==> src/rtl/riscv_pkg.sv <==
// Shared RISC-V front-end definitions: major opcodes, the canonical NOP
// and the fetch FSM state encoding.
package riscv_pkg;

  localparam logic [6:0]  OPC_RTYPE  = 7'b0110011;
  localparam logic [6:0]  OPC_LOAD   = 7'b0000011;
  localparam logic [6:0]  OPC_STORE  = 7'b0100011;
  localparam logic [6:0]  OPC_BRANCH = 7'b1100011;
  localparam logic [6:0]  OPC_OPIMM  = 7'b0010011;

  // addi x0,x0,0
  localparam logic [31:0] NOP_INST   = 32'h0000_0013;

  typedef enum logic [1:0] {
    IDLE  = 2'd0,
    FETCH = 2'd1,
    FULL  = 2'd2,
    DRAIN = 2'd3
  } fetch_state_t;

  // Major opcode field of an instruction word.
  function automatic logic [6:0] opcodeOf(input logic [31:0] word);
    return word[6:0];
  endfunction

endpackage

==> src/rtl/fetch_out_buf.sv <==
// One-entry valid/ready output slot for the fetch stage. A flush empties
// the slot and wins over a load or a consume in the same cycle.
module fetch_out_buf
  import riscv_pkg::*;
#(
  parameter int XLEN = 32
) (
  input  logic            clk,
  input  logic            rst_n,
  input  logic            flush,
  input  logic            load,
  input  logic [31:0]     loadInst,
  input  logic [XLEN-1:0] loadPc,
  input  logic            ready,
  output logic            valid,
  output logic [31:0]     inst,
  output logic [XLEN-1:0] instPc
);

  // Slot occupancy: flush clears, load fills, handshake empties.
  always_ff @(posedge clk or negedge rst_n) begin
    if (!rst_n) begin
      valid <= 1'b0;
    end else if (flush) begin
      valid <= 1'b0;
    end else if (load) begin
      valid <= 1'b1;
    end else if (valid && ready) begin
      valid <= 1'b0;
    end
  end

  // Payload registers: only written when a new word is accepted.
  always_ff @(posedge clk or negedge rst_n) begin
    if (!rst_n) begin
      inst   <= NOP_INST;
      instPc <= '0;
    end else if (load && !flush) begin
      inst   <= loadInst;
      instPc <= loadPc;
    end
  end

endmodule

==> src/rtl/instr_fetch.sv <==
// Instruction fetch stage: owns the PC, talks to instruction memory over
// req/ack, and presents fetched words through a one-entry output slot.
//
// Handshakes: a memory transfer happens in a cycle where imem_req && imem_ack;
// while imem_req is high without ack, imem_addr does not change. The output
// slot hands over a word in a cycle where inst_valid && inst_ready; inst and
// inst_pc are stable while inst_valid is high and inst_ready is low.
module instr_fetch
  import riscv_pkg::*;
#(
  parameter int              XLEN     = 32,
  parameter logic [XLEN-1:0] RESET_PC = '0
) (
  input  logic            clk,
  input  logic            rst_n,
  output logic            imem_req,
  output logic [XLEN-1:0] imem_addr,
  input  logic            imem_ack,
  input  logic [31:0]     imem_rdata,
  output logic            inst_valid,
  input  logic            inst_ready,
  output logic [31:0]     inst,
  output logic [XLEN-1:0] inst_pc,
  output logic [6:0]      opcode,
  input  logic            redirect,
  input  logic [XLEN-1:0] redirect_pc,
  output logic            misalign_err,
  output logic [1:0]      dbgState
);

  fetch_state_t    state;
  fetch_state_t    nextState;
  logic [XLEN-1:0] pc;
  logic [XLEN-1:0] drainAddr;
  logic            misalign;
  logic            slotBlocked;
  logic            xfer;
  logic            pending;
  logic            bufLoad;
  logic            bufFlush;
  logic [XLEN-1:0] alignedTarget;

  // A held word with no consumer means the next fetch would have nowhere to go.
  assign slotBlocked   = inst_valid && !inst_ready;
  // DRAIN keeps presenting the abandoned address until memory answers it.
  assign imem_req      = ((state == FETCH) && !slotBlocked) || (state == DRAIN);
  assign imem_addr     = (state == DRAIN) ? drainAddr : pc;
  assign xfer          = imem_req && imem_ack;
  assign pending       = imem_req && !imem_ack;
  assign alignedTarget = {redirect_pc[XLEN-1:2], 2'b00};
  assign misalign_err  = misalign;
  assign opcode        = opcodeOf(inst);
  assign dbgState      = state;

  // Next-state and slot control; a redirect overrides everything else.
  always_comb begin
    nextState = state;
    bufLoad   = 1'b0;
    bufFlush  = 1'b0;
    case (state)
      IDLE:    nextState = FETCH;
      FETCH: begin
        if (xfer) begin
          bufLoad = 1'b1;
        end else if (slotBlocked) begin
          nextState = FULL;
        end
      end
      FULL:    if (inst_ready) nextState = FETCH;
      DRAIN:   if (imem_ack) nextState = FETCH;
      default: nextState = IDLE;
    endcase
    if (redirect) begin
      bufLoad   = 1'b0;
      bufFlush  = 1'b1;
      nextState = pending ? DRAIN : FETCH;
    end
  end

  // FSM state register.
  always_ff @(posedge clk or negedge rst_n) begin
    if (!rst_n) begin
      state <= IDLE;
    end else begin
      state <= nextState;
    end
  end

  // PC: redirect target wins, otherwise advance on every accepted word (wraps).
  always_ff @(posedge clk or negedge rst_n) begin
    if (!rst_n) begin
      pc <= RESET_PC;
    end else if (redirect) begin
      pc <= alignedTarget;
    end else if (bufLoad) begin
      pc <= pc + XLEN'(4);
    end
  end

  // Capture the in-flight address when a redirect abandons it; later
  // redirects during DRAIN leave it alone since that request is still open.
  always_ff @(posedge clk or negedge rst_n) begin
    if (!rst_n) begin
      drainAddr <= '0;
    end else if (redirect && (state != DRAIN)) begin
      drainAddr <= pc;
    end
  end

  // Sticky flag for any redirect target that was not word aligned.
  always_ff @(posedge clk or negedge rst_n) begin
    if (!rst_n) begin
      misalign <= 1'b0;
    end else if (redirect && (redirect_pc[1:0] != 2'b00)) begin
      misalign <= 1'b1;
    end
  end

  fetch_out_buf #(
    .XLEN(XLEN)
  ) u_out_buf (
    .clk      (clk),
    .rst_n    (rst_n),
    .flush    (bufFlush),
    .load     (bufLoad),
    .loadInst (imem_rdata),
    .loadPc   (pc),
    .ready    (inst_ready),
    .valid    (inst_valid),
    .inst     (inst),
    .instPc   (inst_pc)
  );

endmodule

==> config.mk <==
export PLATFORM = sky130hd
export DESIGN_NAME = instr_fetch
export DESIGN_NICKNAME = d
export VERILOG_FILES = /design/src/rtl/riscv_pkg.sv /design/src/rtl/fetch_out_buf.sv /design/src/rtl/instr_fetch.sv
export SDC_FILE = /design/constraint.sdc
export NUM_CORES = 1
export LEC_CHECK = 0
export CORE_MARGIN = 4
export CORE_UTILIZATION = 37
export DETAILED_ROUTE_END_ITERATION = 8
export GPL_ROUTABILITY_DRIVEN = 0
export PLACE_DENSITY = 0.68
export SYNTH_ARGS = -nofsm -noshare
export SYNTH_HDL_FRONTEND = slang
export SYNTH_SLANG_ARGS = --single-unit
==> constraint.sdc <==
create_clock -name clk -period 1.8 [get_ports clk]
set_input_delay 0.36 -clock clk [delete_from_list [all_inputs] [get_ports clk]]
set_output_delay 0.36 -clock clk [all_outputs]
set_load 0.05 [all_outputs]
==> Word-level counts from Yosys, hierarchy flattened <==
Index checks and enable logic that the tools add are counted.
W data, S select, Z words.
{ "word_totals": {"reg_bits": 132, "inputBits": 69, "elab_cells": 51, "out_inout_bits": 108} }
{ "classes": {"addsub": 1, "n_reduce_logical": 18, "n_eq_ne": 8, "muxes": 17} }
{ "ops": {"columns": ["op", "n"], "rows": [
  ["$mux W32", 3],
  ["$add A32 B3 Y32 const B", 1],
  ["$mux W2", 6],
  ["$ne A3 B3 Y1 const B", 4],
  ["$logic_and A1 B1 Y1", 8],
  ["$pmux W2 S4", 1],
  ["$mux W1", 7],
  ["$eq A2 B2 Y1 const B", 2],
  ["$logic_not A1 Y1", 4],
  ["$reduce_and A4 Y1", 1],
  ["$reduce_bool A2 Y1", 2],
  ["$reduce_bool A3 Y1", 1],
  ["$eq A2 B1 Y1 const B", 1],
  ["$logic_not A2 Y1", 1],
  ["$ne A2 B2 Y1 const B", 1],
  ["$logic_or A1 B1 Y1", 1]
]} }

==> Depth between registers and ports, before layout <==
{ "depth": {"word_depth": 11, "depth_mapped": 7, "mapped_depth_nobuf": 5} }

==> By module <==
From an unflattened synthesis, not the netlist that was laid out.
{ "unflattened": {"cells_unflattened": 455, "hier_area_um2": 6150.9} }
{ "by_module_without_submodules": {"columns": ["module", "area_each_um2", "seq_area_each_um2", "cells_per_inst", "n_inst"], "rows": [
  ["instr_fetch", 3405.8, 1576.5, 315, 1],
  ["fetch_out_buf", 2745.1, 1630.3, 140, 1]
]} }

==> Worst setup path before layout <==
No wires, ideal clock.
{ "synth_timing": {"path_kind": "register -> output", "startpoint": "register state[1], in the netlist dbgState[1]", "endpoint": "output port imem_addr[10]", "slack_ns": -0.197, "path_stages_with_launch": 4, "required_time_ns": 1.440, "n_path_buf": 1, "t_arrival_ns": 1.637, "path_cell_list": "dfrtp_1 > nand2_1 > clkbuf_1 > mux2_2"} }
{ "synth_via": {"elab_chain_len": 2} }
{ "synth_lines": {"columns": ["element", "line", "rtl"], "rows": [
  ["start, declared", "instr_fetch.sv:31", "fetch_state_t state;"],
  ["start signal, assigned", "instr_fetch.sv:85", "state <= nextState;"],
  ["$eq A2 B2 Y1", "instr_fetch.sv:47", "assign imem_addr = (state == DRAIN) ? drainAddr : pc;"],
  ["$mux W32", "instr_fetch.sv:47", null],
  ["end, declared", "instr_fetch.sv:17", "output logic [XLEN-1:0] imem_addr,"]
]} }
Every way passes these cells.

==> Final worst setup path <==
{ "layout_timing": {"startpoint": "register state[1], in the netlist dbgState[1]", "endpoint": "output port imem_addr[13]"} }
The elaborated chain is that of the path after synthesis.

==> flow_metrics.env <==
export IMPL_status="finished with violations"
export IMPL_violations="negative setup slack"
export IMPL_vdd_drop_max_v=0.000635
export IMPL_cap_viol_max_count=0
export IMPL_synthFlopType="dfrtp_1"
export IMPL_drive_gt1_share_pct=54.1
export IMPL_setup_slack_ps=-196
export IMPL_end_kind="output pin"
export IMPL_area_growth_pct=59.8
export IMPL_ys_warnings_count=0
export IMPL_synth_seq_area_share_pct=52.7
export IMPL_dp_slack_ps=-428
export IMPL_die_h_um=135
export IMPL_wirelength_um=17200
export IMPL_final_common_cell="dfrtp_1"
export IMPL_pin_count=177
export IMPL_antenna_found_initial=0
export IMPL_fmax_ghz=0.501
export IMPL_die_w_um=135
export IMPL_clk_pin_slew_ps=50
export IMPL_layout_common_cells="120 x dfrtp_1, 116 x buf_4, 75 x mux2_4"
export IMPL_dp_cells=867
export IMPL_clock_sinks=126
export IMPL_fin_crit_sh_pct=111
export IMPL_setup_violations=101
export IMPL_start_kind="flip-flop"
export IMPL_cts_buffer_depth=2
export IMPL_grt_pass1_vias=4916
export IMPL_cts_tree="built"
export IMPL_final_core_util_pct=60.3
export IMPL_cts_buffers=17
export IMPL_layout_nets=769
export IMPL_p_leak_nw=4.45
export IMPL_dp_hpwl_um=11200
export IMPL_overflow=0
export IMPL_seqPwrFrac_pct=31.4
export IMPL_sw_frac_of_total_pct=37.3
export IMPL_dpl_cell_area_mm2=0.00798
export IMPL_core_area_mm2=0.0159
export IMPL_final_cell_area_mm2=0.00958
export IMPL_fin_cells=927
export IMPL_n_antenna_cell=0
export IMPL_grt_pass1_wl_um=26600
export IMPL_clock_latency_ps=410
export IMPL_p_switching_mw=4.56
export IMPL_combinationalPowerShare_pct=41.5
export IMPL_critical_path_class="reg2out"
export IMPL_cts_max_level=4
export IMPL_grt_max_degree=42
export IMPL_p_clk_share_pct=27.1
export IMPL_cts_root_buffer="clkbuf_16"
export IMPL_p_int_mw=7.66
export IMPL_io_buffers=172
export IMPL_die_area_mm2=0.0183
export IMPL_reg2reg_slack_ps=-150
export IMPL_hp_class="in2async"
export IMPL_grtUsageTotal_pct=18.7
export IMPL_cp_arrival_ps=1640
export IMPL_drc=0
export IMPL_final_min_clock_period_ps=2000
export IMPL_finalHoldViolCount=0
export IMPL_yosysUniqueCellTypes=46
export IMPL_worstPathMaxFanout=15
export IMPL_vias=4509
export IMPL_viasPerCell=4.86
export IMPL_first_pass_iters=4
export IMPL_rsz0062_at_grt="yes"
export IMPL_async_flop_share_pct=100
export IMPL_rows=46
export IMPL_post_drt_wl_per_cell_um=18.6
export IMPL_ys_ff_latch=126
export IMPL_netlist_area_mm2=0.00600
export IMPL_start_util_pct=37.7
export IMPL_fin_skew_ps=5.86
export IMPL_synth_edf_count=0
export IMPL_slew_viol_final=0
export IMPL_dr_first_iter_drc_count=182
export IMPL_powerDensity_mw_per_mm2=1280
export IMPL_worstPathRequired_ps=1440
export IMPL_syn_inst=468
export IMPL_syn_area_per_cell_um2=12.8
export IMPL_postRouteAntennaNets=0
## path summary, 6_finish.rpt
| path | start | end | cells past startpoint |
|---|---|---|---|
| setup / recovery | dbgState[1] | imem_addr[13] | 4 |
| min in group clk | redirect | u_out_buf.valid | 3 |
| setup reg to reg | dbgState[1] | u_out_buf.inst[28] | 8 |
| max in group asynchronous | rst_n | u_out_buf.inst[11] | 3 |
| hold reg to reg | drainAddr[23] | drainAddr[23] | 1 |
| hold / removal | rst_n | u_out_buf.inst[8] | 2 |
## worst max-delay path, stage by stage, from the launching register on
cell	delay [ps]
dfrtp_2	420
nand2_4	100
buf_12	170
mux2_2	360
buf_6	150
## per-layer routing
metal	GRT usage, %	up-vias	part of all wire (%)
met2	31.7	137	50
met1	23.3	2258	43
met5	0	-	0
li1	-	2089	-
met4	5.82	0	1.5
met3	5.05	25	5.7
## timing repair
item / in CTS / in global routing
cloned: 7 / 1
gates resized for setup: 82 / 104
setup buffers: 16 / 12
endpoints found under the setup margin: 81 / 122
hold buffers: 1 / 0
endpoints found under the hold margin: 36 / 0
pin swaps: 3 / 30
## cells in the mapped netlist (all sizes together), types with 2 or more instances
library cell | instances | area [um2]
nor2 | 5 | 26.3
nor3 | 9 | 45.0
dfrtp | 123 | 3080
and2 | 4 | 25.0
clkbuf | 10 | 38.8
mux2 | 123 | 1390
nand4 | 9 | 92.6
and3 | 3 | 18.8
buf | 30 | 234
a21oi | 2 | 10.0
xnor2 | 21 | 184
nor4 | 11 | 131
nand2 | 43 | 181
nand3 | 10 | 67.6
mux2i | 2 | 20.0
inv | 6 | 22.5
and4 | 4 | 40.0
o21ai | 31 | 155
nand2b | 3 | 18.8
dfstp | 3 | 78.8
xor2 | 7 | 61.3
## through the flow
stage | power, mW | setup TNS [ps] | hold slack (ps)
floorplan | 6.88 | -1530 | 64.4
global placement | 8.30 | -29800 | 308
detailed placement | 8.38 | -34600 | 310
CTS | 12.1 | -11850 | 443
global route | 12.7 | -15680 | 462
finish | 12.2 | -9820 | 440
## power by group through the flow
stage	clock (mW)	combinational, mW	sequential [mW]
2_1_floorplan	0	1.72	5.16
3_3_place_gp	0	4.48	3.82
3_5_place_dp	0	4.53	3.85
4_1_cts	3.38	4.92	3.81
5_1_grt	3.54	5.29	3.91
6_report	3.31	5.08	3.83
## logic make-up (layout without fill, tap and decap cells)
family / count (synthesis) / after routing / synth area share [%]
other: 1 / 4 / 0.0625
buffers and inverters: 46 / 286 / 4.92
AO/OA/AOI/OAI: 36 / 36 / 3.17
flip-flops: 126 / 126 / 52.7
XOR/XNOR: 28 / 28 / 4.09
AND/OR/NAND/NOR: 105 / 105 / 11.5
multiplexers: 125 / 125 / 23.4
adder cells (fa/ha/maj): 1 / 1 / 0.209
## layout make-up
type	instances	area, um2
multi-input cells	299	3080
fillers	1257	6300
repair buffers	249	2480
inverters	6	22.5
flip-flops and latches	126	3160
clock buffers	23	478
clock inverters	8	90.1
well taps	216	270
## registers in the layout (all words and copies together), names as in the netlist
register / flops
u_out_buf.inst: 32
misalign_err: 1
drainAddr: 30
dbgState: 2
pc: 30
u_out_buf.instPc: 30
u_out_buf.valid: 1
Power figures use the tool's default switching activity.
